==> src/rtl/kvs_resp_tx.sv <==
// Memcached binary-protocol UDP response transmitter for the GMII TX side.
// One start pulse produces one complete Ethernet/IPv4/UDP reply frame, value bytes streamed from RAM.
module kvs_resp_tx #(
    parameter logic [47:0] SRC_MAC  = 48'h00301ba0a48e,
    parameter logic [31:0] SRC_IP   = 32'h0a00150a,
    parameter logic [15:0] SRC_PORT = 16'd11211,
    parameter logic [10:0] MAX_VAL  = 11'd1024
) (
    input  logic        gtx_clk,
    input  logic        sys_rst,
    input  logic        start,
    output logic        busy,
    output logic        done,
    input  logic [47:0] dst_mac,
    input  logic [31:0] dst_ip,
    input  logic [15:0] dst_port,
    input  logic [15:0] req_id,
    input  logic [7:0]  opcode,
    input  logic [15:0] status,
    input  logic [31:0] opaque,
    input  logic [10:0] val_len,
    input  logic [16:0] val_base,
    output logic [16:0] mem_address,
    input  logic [7:0]  mem_q,
    output logic        tx_en,
    output logic [7:0]  txd
);

    typedef enum logic [2:0] {
        S_IDLE, S_CALC, S_PRE, S_HDR, S_VAL, S_FCS, S_IFG
    } state_e;

    state_e      state_q;
    logic [10:0] cnt_q;
    logic [47:0] dst_mac_q;
    logic [31:0] dst_ip_q;
    logic [15:0] dst_port_q;
    logic [15:0] req_id_q;
    logic [7:0]  opcode_q;
    logic [15:0] status_q;
    logic [31:0] opaque_q;
    logic        ext_q;
    logic [10:0] vlen_q;
    logic [19:0] sum_q;
    logic [15:0] csum_q;
    logic [31:0] crc_q;

    logic [10:0]  vlen_d;
    logic [15:0]  body_len;
    logic [15:0]  ip_len;
    logic [15:0]  udp_len;
    logic [19:0]  sum_d;
    logic [19:0]  fold_d;
    logic [7:0]   ext_byte;
    logic [10:0]  hdr_last;
    logic [591:0] hdr_vec;
    logic [6:0]   hdr_idx;
    logic [9:0]   hdr_bit;
    logic [7:0]   hdr_byte;
    logic [31:0]  fcs;
    logic [7:0]   fcs_byte;

    function automatic logic [31:0] crc_byte(input logic [31:0] crc, input logic [7:0] data);
        logic [31:0] c;
        c = crc ^ {24'h0, data};
        for (int i = 0; i < 8; i++) begin
            c = c[0] ? ((c >> 1) ^ 32'hEDB88320) : (c >> 1);
        end
        return c;
    endfunction

    assign vlen_d   = (val_len > MAX_VAL) ? MAX_VAL : val_len;
    assign ext_byte = {5'd0, ext_q, 2'b00};
    assign body_len = {13'd0, ext_q, 2'b00} + {5'd0, vlen_q};
    assign ip_len   = body_len + 16'd60;
    assign udp_len  = body_len + 16'd40;
    assign hdr_last = ext_q ? 11'd77 : 11'd73;

    // IPv4 header sum; two folds are enough for nine 16-bit terms.
    assign sum_d  = 20'h04500 + {4'h0, ip_len} + 20'h04000 + 20'h04011
                  + {4'h0, SRC_IP[31:16]} + {4'h0, SRC_IP[15:0]}
                  + {4'h0, dst_ip_q[31:16]} + {4'h0, dst_ip_q[15:0]};
    assign fold_d = {4'h0, sum_q[15:0]} + {16'h0, sum_q[19:16]};

    assign hdr_vec = {dst_mac_q, SRC_MAC, 16'h0800,
                      8'h45, 8'h00, ip_len, 16'h0000, 16'h4000, 8'h40, 8'h11, csum_q,
                      SRC_IP, dst_ip_q,
                      SRC_PORT, dst_port_q, udp_len, 16'h0000,
                      req_id_q, 16'h0000, 16'h0001, 16'h0000,
                      8'h81, opcode_q, 16'h0000, ext_byte, 8'h00, status_q,
                      {16'h0000, body_len}, opaque_q, 64'h0};

    // Header indices 74..77 are the GET flags word, always zero.
    assign hdr_idx = 7'd73 - cnt_q[6:0];
    assign hdr_bit = {hdr_idx, 3'b000};
    always_comb begin
        hdr_byte = 8'h00;
        if (cnt_q < 11'd74) hdr_byte = hdr_vec[hdr_bit +: 8];
    end

    assign fcs = ~crc_q;
    always_comb begin
        case (cnt_q[1:0])
            2'd0:    fcs_byte = fcs[7:0];
            2'd1:    fcs_byte = fcs[15:8];
            2'd2:    fcs_byte = fcs[23:16];
            default: fcs_byte = fcs[31:24];
        endcase
    end

    always_ff @(posedge gtx_clk) begin
        if (sys_rst) begin
            state_q     <= S_IDLE;
            cnt_q       <= '0;
            busy        <= 1'b0;
            done        <= 1'b0;
            tx_en       <= 1'b0;
            txd         <= 8'h00;
            mem_address <= '0;
            dst_mac_q   <= '0;
            dst_ip_q    <= '0;
            dst_port_q  <= '0;
            req_id_q    <= '0;
            opcode_q    <= '0;
            status_q    <= '0;
            opaque_q    <= '0;
            ext_q       <= 1'b0;
            vlen_q      <= '0;
            sum_q       <= '0;
            csum_q      <= '0;
            crc_q       <= 32'hFFFFFFFF;
        end else begin
            case (state_q)
                S_IDLE: begin
                    busy  <= 1'b0;
                    done  <= 1'b0;
                    tx_en <= 1'b0;
                    txd   <= 8'h00;
                    if (start) begin
                        dst_mac_q   <= dst_mac;
                        dst_ip_q    <= dst_ip;
                        dst_port_q  <= dst_port;
                        req_id_q    <= req_id;
                        opcode_q    <= opcode;
                        status_q    <= status;
                        opaque_q    <= opaque;
                        ext_q       <= (opcode == 8'h00) && (status == 16'h0000);
                        vlen_q      <= vlen_d;
                        mem_address <= val_base;
                        crc_q       <= 32'hFFFFFFFF;
                        cnt_q       <= '0;
                        busy        <= 1'b1;
                        state_q     <= S_CALC;
                    end
                end
                S_CALC: begin
                    cnt_q <= cnt_q + 11'd1;
                    if (cnt_q == 11'd0) begin
                        sum_q <= sum_d;
                    end else if (cnt_q == 11'd1) begin
                        sum_q <= fold_d;
                    end else begin
                        csum_q  <= ~fold_d[15:0];
                        cnt_q   <= '0;
                        state_q <= S_PRE;
                    end
                end
                S_PRE: begin
                    tx_en <= 1'b1;
                    txd   <= (cnt_q == 11'd7) ? 8'hD5 : 8'h55;
                    cnt_q <= cnt_q + 11'd1;
                    if (cnt_q == 11'd7) begin
                        cnt_q   <= '0;
                        state_q <= S_HDR;
                    end
                end
                S_HDR: begin
                    txd   <= hdr_byte;
                    crc_q <= crc_byte(crc_q, hdr_byte);
                    cnt_q <= cnt_q + 11'd1;
                    if (cnt_q == hdr_last) begin
                        cnt_q <= '0;
                        if (vlen_q == 11'd0) begin
                            state_q <= S_FCS;
                        end else begin
                            // RAM has two edges of latency to txd, so the address runs one byte ahead.
                            mem_address <= mem_address + 17'd1;
                            state_q     <= S_VAL;
                        end
                    end
                end
                S_VAL: begin
                    txd   <= mem_q;
                    crc_q <= crc_byte(crc_q, mem_q);
                    if (cnt_q == vlen_q - 11'd1) begin
                        cnt_q   <= '0;
                        state_q <= S_FCS;
                    end else begin
                        cnt_q       <= cnt_q + 11'd1;
                        mem_address <= mem_address + 17'd1;
                    end
                end
                S_FCS: begin
                    txd   <= fcs_byte;
                    cnt_q <= cnt_q + 11'd1;
                    if (cnt_q == 11'd3) begin
                        cnt_q   <= '0;
                        state_q <= S_IFG;
                    end
                end
                S_IFG: begin
                    tx_en <= 1'b0;
                    txd   <= 8'h00;
                    cnt_q <= cnt_q + 11'd1;
                    done  <= (cnt_q == 11'd11);
                    if (cnt_q == 11'd12) begin
                        busy    <= 1'b0;
                        cnt_q   <= '0;
                        state_q <= S_IDLE;
                    end
                end
                default: state_q <= S_IDLE;
            endcase
        end
    end

endmodule
==> config.mk <==
export PLATFORM = sky130hd
export DESIGN_NAME = kvs_resp_tx
export DESIGN_NICKNAME = d
export VERILOG_FILES = /design/src/rtl/kvs_resp_tx.sv
export SDC_FILE = /design/constraint.sdc
export NUM_CORES = 1
export LEC_CHECK = 0
export CAP_MARGIN = 5
export CORE_UTILIZATION = 57
export CTS_BUF_LIST = sky130_fd_sc_hd__clkbuf_8 sky130_fd_sc_hd__clkbuf_16
export CTS_CLUSTER_DIAMETER = 60
export DETAILED_ROUTE_END_ITERATION = 6
export GPL_ROUTABILITY_DRIVEN = 1
export PLACE_DENSITY = 0.82
export SLEW_MARGIN = 10
export SYNTH_ARGS = -nofsm -noshare
export SYNTH_HDL_FRONTEND = slang
export SYNTH_SLANG_ARGS = --single-unit
==> constraint.sdc <==
create_clock -name gtx_clk -period 6.2 [get_ports gtx_clk]
set_input_delay 0.93 -clock gtx_clk [delete_from_list [all_inputs] [get_ports gtx_clk]]
set_output_delay 0.93 -clock gtx_clk [all_outputs]
set_load 0.01 [all_outputs]
==> Word level (Yosys, flattened, before mapping) <==
Index checks and enable logic that the tools add are counted.
Widths: inputs -> output; s select.
{ "classes": {"addsub": 15, "n_mul": 0, "div": 0, "magnitude_cmp": 2, "eq_ne": 25, "n_shift": 1, "mux": 55, "bitwise": 22, "n_reduce_logical": 22} }
{ "op_table": {"columns": ["op", "count"], "rows": [
  ["$shiftx 592x11->8", 1],
  ["$mux 32", 17],
  ["$not 13->14", 16],
  ["$mux 11", 9],
  ["$pmux 32 s3", 1],
  ["$pmux 11 s7", 1],
  ["$mux 17", 4],
  ["$xor 32x8->32", 2],
  ["$pmux 17 s3", 1],
  ["$add 20x16->20", 2],
  ["$mux 20", 2],
  ["$pmux 8 s5", 1],
  ["$not 32->32", 1],
  ["$mux 3", 9],
  ["$add 12x6->13 const B", 2],
  ["$pmux 8 s3", 1],
  ["$eq 11x4->1 const B", 2],
  ["$logic_not 11->1", 2],
  ["$pmux 3 s7", 1],
  ["$add 19x13->20 const B", 1],
  ["$ne 2x2->1 const B", 10],
  ["$add 18x12->19 const B", 1],
  ["$add 17x15->18 const B", 1],
  ["$add 16x15->17 const B", 1],
  ["38 further kinds", 53]
]} }
{ "totals": {"reg_bits": 290, "latchBits": 0, "ram_bits": 0, "mem_bits_ro": 0, "in_bits": 207, "output_inout_bits": 28, "word_cells": 161, "memories": 0} }

==> Logic depth before layout (Yosys ltp) <==
Gate-level depths: netlist of the first run.
{ "depth": {"word_depth": 22, "mapped_depth": 23, "ltp_nobuf": 22} }

==> Least setup slack after synthesis of the first run <==
No wires, ideal clock.
{ "synth_timing": {"path_kind": "register to register", "from": "register ext_q", "to": "register sum_q[17]", "setup_ns": 0.132, "t_arrival_ns": 4.625, "required_ns": 6.068, "path_slack_ns": 1.443, "path_stages_with_launch": 23, "path_buffers": 1, "period_less_slack_ns": 4.757, "cell_sequence": "dfxtp_1 > ha_1 > buf_2 > nand2_1 > xnor2_1 > ha_1 > a2111oi_0 > a41oi_1 > o22ai_2 > o311ai_1 > nand2_1 > fa_1 > inv_1 > fa_1 > ha_1 > and3_1 > a21oi_1 > a31oi_1 > a21o_1 > a21oi_1 > nor2_1 > o2111ai_1 > a21oi_1"} }
{ "synth_between": {"elab_chain_len": 10} }
{ "synth_lines": {"columns": ["element", "line_no", "rtl"], "rows": [
  ["from (decl)", "42", "logic ext_q;"],
  ["from (signal assigned)", "147", "ext_q <= (opcode == 8'h00) && (status == 16'h0000);"],
  ["$add 3x11->12", "74", "assign body_len = {13'd0, ext_q, 2'b00} + {5'd0, vlen_q};"],
  ["$add 12x6->13", "75", "assign ip_len = body_len + 16'd60;"],
  ["$add 15x13->16", "80", "assign sum_d = 20'h04500 + {4'h0, ip_len} + 20'h04000 + 20'h04011"],
  ["$add 16x15->17", "80", null],
  ["$add 17x15->18", "80", null],
  ["$add 18x12->19", "81", "+ {4'h0, SRC_IP[31:16]} + {4'h0, SRC_IP[15:0]}"],
  ["$add 19x13->20", "81", null],
  ["$add 20x16->20 (2 in series)", "82", "+ {4'h0, dst_ip_q[31:16]} + {4'h0, dst_ip_q[15:0]};"],
  ["$mux 20", "158", "if (cnt_q == 11'd0) begin"],
  ["to (signal assigned)", "159", "sum_q <= sum_d;"],
  ["to (signal assigned)", "161", "sum_q <= fold_d;"],
  ["to (decl)", "44", "logic [19:0] sum_q;"]
]} }
No other way between the ends.
A chain may end at the register's enable or synchronous reset.

==> Worst setup path in the final report of the first run <==
{ "layout_timing": {"from": "register vlen_q[2]", "to": "register sum_q[15]"} }
{ "layout_between": {"elab_chain_len": 10} }
{ "layout_lines": {"columns": ["element", "line_no", "rtl"], "rows": [
  ["from (decl)", "43", "logic [10:0] vlen_q;"],
  ["from (signal assigned)", "148", "vlen_q <= vlen_d;"],
  ["$add 3x11->12", "74", null],
  ["$add 12x6->13", "75", null],
  ["$add 15x13->16", "80", null],
  ["$add 16x15->17", "80", null],
  ["$add 17x15->18", "80", null],
  ["$add 18x12->19", "81", null],
  ["$add 19x13->20", "81", null],
  ["$add 20x16->20 (2 in series)", "82", null],
  ["$mux 20", "158", null]
]} }
No other way between the ends.

==> flow_summary.toml, run 1 <==
[status]
status = "completed"

[critical_path]
crit_fanout = 12
critPathKind = "reg -> reg"
crit_required_ns = 6.63
cp_top_family = "compound AO/OA/AOI/OAI gates"
reg2reg_depth = 21
worst-path-buf-inv = 1
cp-end-kind = "register"
crit_chain = "ha_1 > nand2_1 > xnor2_1 > ha_1 > a2111oi_0 > a41oi_1 > o22ai_2 > o311ai_1 > nand2_1 > fa_1 > inv_1 > fa_1 > ha_1 > and3_1 > a21oi_1 > a31oi_1 > a21o_1 > a21oi_1 > xnor2_1 > a21oi_1 > nor3_1"
start_kind = "register"
r2r_start = "vlen_q[2]"
r2r_slack_ns = 0.69
cpMaxStageDelayCell = "dfxtp_1"
critPathMaxStageDelay_ns = 0.58
r2r-end = "sum_q[15]"
arrival_ns = 5.94

[clocking]
clock_latency_ns = 0.53
cts.htree.levels = 2
cts_sinks = 288
cts_root_buf = "clkbuf_16"
cts_repair_resize_count = 0
cts_tree = "done"
cts.clk_slew.worst_paths_ns = 0.06
holdBufCountCts = 0
cts_buffer_depth = 3
postCtsSetupBuffers = 0
cts_buffers = 35

[yosys]
synth_edf_count = 0
syn_inst = 2476
synth_seq_cells = 288
synth.distinct_cells = 107
ys_warn_count = 0
netlist_area_sq_um = 18900
ys.flop_type = "dfxtp_1"
synthArstFlopShare_pct = 0
syn_area_per_cell_sq_um = 7.64
syn_nets = 2748
ys_seq_area_share_pct = 30.5

[grt]
grt_util_all_layers_pct = 36.8
grt_start_max_net_pins = 177
antenna_found_initial = 0
overflow = 0
grt_pass1_vias = 18000
grt_pass1_wl_mm = 98.0

[hold_path]
min_to = "dst_mac_q[29]"
hold_start = "dst_mac_q[29]"
hold_depth = 2
hold_class = "reg -> reg"

[cells_and_area]
syn2layout_area_growth_pct = 19.5
multi_input_area_sq_um = 12000
fill_cells = 2665
regArea_sq_um = 5770
utilization_pct = 69.3
fin_nets = 2879
drive_gt1_share_pct = 7.29

[timing]
fin_skew_ns = 0.0222
setup_viol = 0
period_needed_ns = 5.51
period_share_pct = 88.8
worstMarginPinSlew_ns = 1.15
hold_ws_ns = 0.454
fin_setup_tns_ns = 0
slew_viol_final = 0
hold_viol_final = 0
relSlewSlack_pct = 22.9
grt_setup_unrepaired = "false"
clock.fmax_mhz = 182

[placed_design]
dpl.hpwl_mm = 45.0
port_buffers = 234
gp_congestion = 1.01

[routing]
num_vias = 19100
drc_errors = 0
drt_iter0_drc = 1811
ant_nets = 0
drtPass1Iterations = 7
viasPerCell = 6.19
drt-total-wl_mm = 63.2
wire_per_inst_um = 20.5

[power_and_ir_drop]
ir_drop_mv = 0.328
combPwrFrac_pct = 52.1
power_mw = 10.3
p_seq_share_pct = 26.5
p_clk_share_pct = 21.4
switchingPower_mw = 4.47
leakagePower_nw = 8.51
power.internal_mw = 5.84
p_per_area_nw_per_um2 = 456
swShare_pct = 43.3

[job]
max-cap-violations = 0

[die]
die_x_um = 184
die_height_um = 184
initial_utilization_pct = 58.0
core_area_sq_um = 32600
fp-row-count = 66
ios = 235
dieArea_sq_um = 33900
-- worst max-delay path by stage --
stage / slack [ns] / from / endpoint / cells after the start
after global routing: 0.22 / vlen_q[2] / sum_q[15] / 21
after global placement: 0.99 / vlen_q[2] / sum_q[16] / 21
final: 0.69 / vlen_q[2] / sum_q[15] / 21
after floorplan: 1.44 / ext_q / sum_q[17] / 22
after detailed placement: 0.77 / vlen_q[2] / sum_q[17] / 21
after CTS: 0.72 / vlen_q[2] / sum_q[15] / 21
-- Yosys cell counts (28+ instances only) --
cell | number | area share, %
ha_1 | 51 | 3.4
clkbuf_1 | 126 | 2.5
nand2_1 | 470 | 9.3
xor2_1 | 43 | 2.0
xnor2_1 | 126 | 5.8
a22oi_1 | 31 | 1.2
o21ai_0 | 120 | 3.2
dfxtp_1 | 288 | 30
nor2_1 | 171 | 3.4
nand3_1 | 41 | 1.1
inv_1 | 94 | 1.9
a21oi_1 | 300 | 7.9
mux2i_1 | 32 | 1.7
and3_1 | 31 | 1.0
nor3_1 | 37 | 0.98
o22ai_1 | 28 | 0.93
-- layout make-up --
cell class | count | share of cell area, %
clock inverter | 19 | 1.14
timing repair buffer | 275 | 11.9
tap | 442 | 2.45
inverter | 99 | 1.64
sequential | 288 | 25.5
antenna | 2 | 0.0221
multi-input combinational | 1908 | 53.0
clock buffer | 43 | 4.41
-- sequential cells by signal (all words and copies together), names as in the netlist, 3 cells and up --
register / cells
cnt_q: 11
crc_q: 32
csum_q: 16
dst_ip_q: 32
dst_mac_q: 48
dst_port_q: 16
mem_address: 17
opaque_q: 32
opcode_q: 8
req_id_q: 16
state_q: 3
status_q: 16
sum_q: 18
txd: 8
vlen_q: 11
-- power by group through the flow --
stage	Combinational [mW]	Clock (mW)	Sequential [mW]
after floorplan	3.93	0	2.58
after global placement	5.12	0	2.73
after detailed placement	5.21	0	2.75
after CTS	5.26	2.22	2.71
after global routing	5.81	2.30	2.78
final	5.37	2.21	2.73
-- cell usage in the layout (no fill, tap or decap), types with 12 or more instances in the layout --
cell             instances
o21a_1                  14
o22ai_1                 28
clkbuf_16               36
a221oi_1                14
dfxtp_1                286
a21oi_1                300
nand2_1                469
mux2_2                  15
and3_1                  31
xor2_1                  43
a211oi_1                15
xnor2_1                125
nand3b_1                18
inv_1                   95
nand3_1                 41
clkdlybuf4s50_1        233
o221ai_1                15
buf_4                   39
nor2b_1                 25
mux2i_1                 32
o21ai_0                120
nor3_1                  36
nor4_1                  20
nor2_1                 170
a22o_1                  12
a22oi_1                 31
ha_1                    51
fa_1                    14
-- per-stage QoR --
| stage | worst slack (ns) | std cells | cell area, sq um |
|---|---|---|---|
| 4_1_cts | 0.721 | 3074 | 22600 |
| 6_report | 0.692 | 3076 | 22600 |
| 2_1_floorplan | 1.44 | 2476 | 18900 |
| 5_1_grt | 0.223 | 3074 | 22600 |
| 3_5_place_dp | 0.774 | 3012 | 21300 |
| 3_3_place_gp | 0.994 | 3012 | 21300 |
-- cell families after synthesis --
family / count (synthesis) / synth area share, %
flip-flops: 288 / 30.5
buffers and inverters: 280 / 6.39
adder cells (fa/ha/maj): 65 / 4.86
AO/OA/AOI/OAI: 694 / 23.1
other: 1 / 0.0198
AND/OR/NAND/NOR: 900 / 21.4
XOR/XNOR: 187 / 9.68
multiplexers: 61 / 4.08
-- metal layers --
metal | vias to the layer above | track usage, % | part of all wire (%)
met4 | 0 | 15.4 | 3.9
met2 | 935 | 60.5 | 47
met3 | 181 | 5.61 | 8.1
met5 | - | 0 | 0
met1 | 9043 | 48.0 | 41
li1 | 8896 | - | -
-- worst min-delay path, cell delays in order, from the launching register on --
cell and delay, ns:
dfxtp_1 0.31, nand2_1 0.05, a21oi_1 0.05
No activity file was read; power rests on OpenSTA's default activity.
==> run 2: changes to the inputs <==
--- a/config.mk
+++ b/config.mk
@@ -16,3 +16,4 @@
 export SYNTH_ARGS = -nofsm -noshare
 export SYNTH_HDL_FRONTEND = slang
 export SYNTH_SLANG_ARGS = --single-unit
+export TNS_END_PERCENT = 5
==> results of run 2 <==
The final DEF is identical to that of run 1; final timing and power are the same.
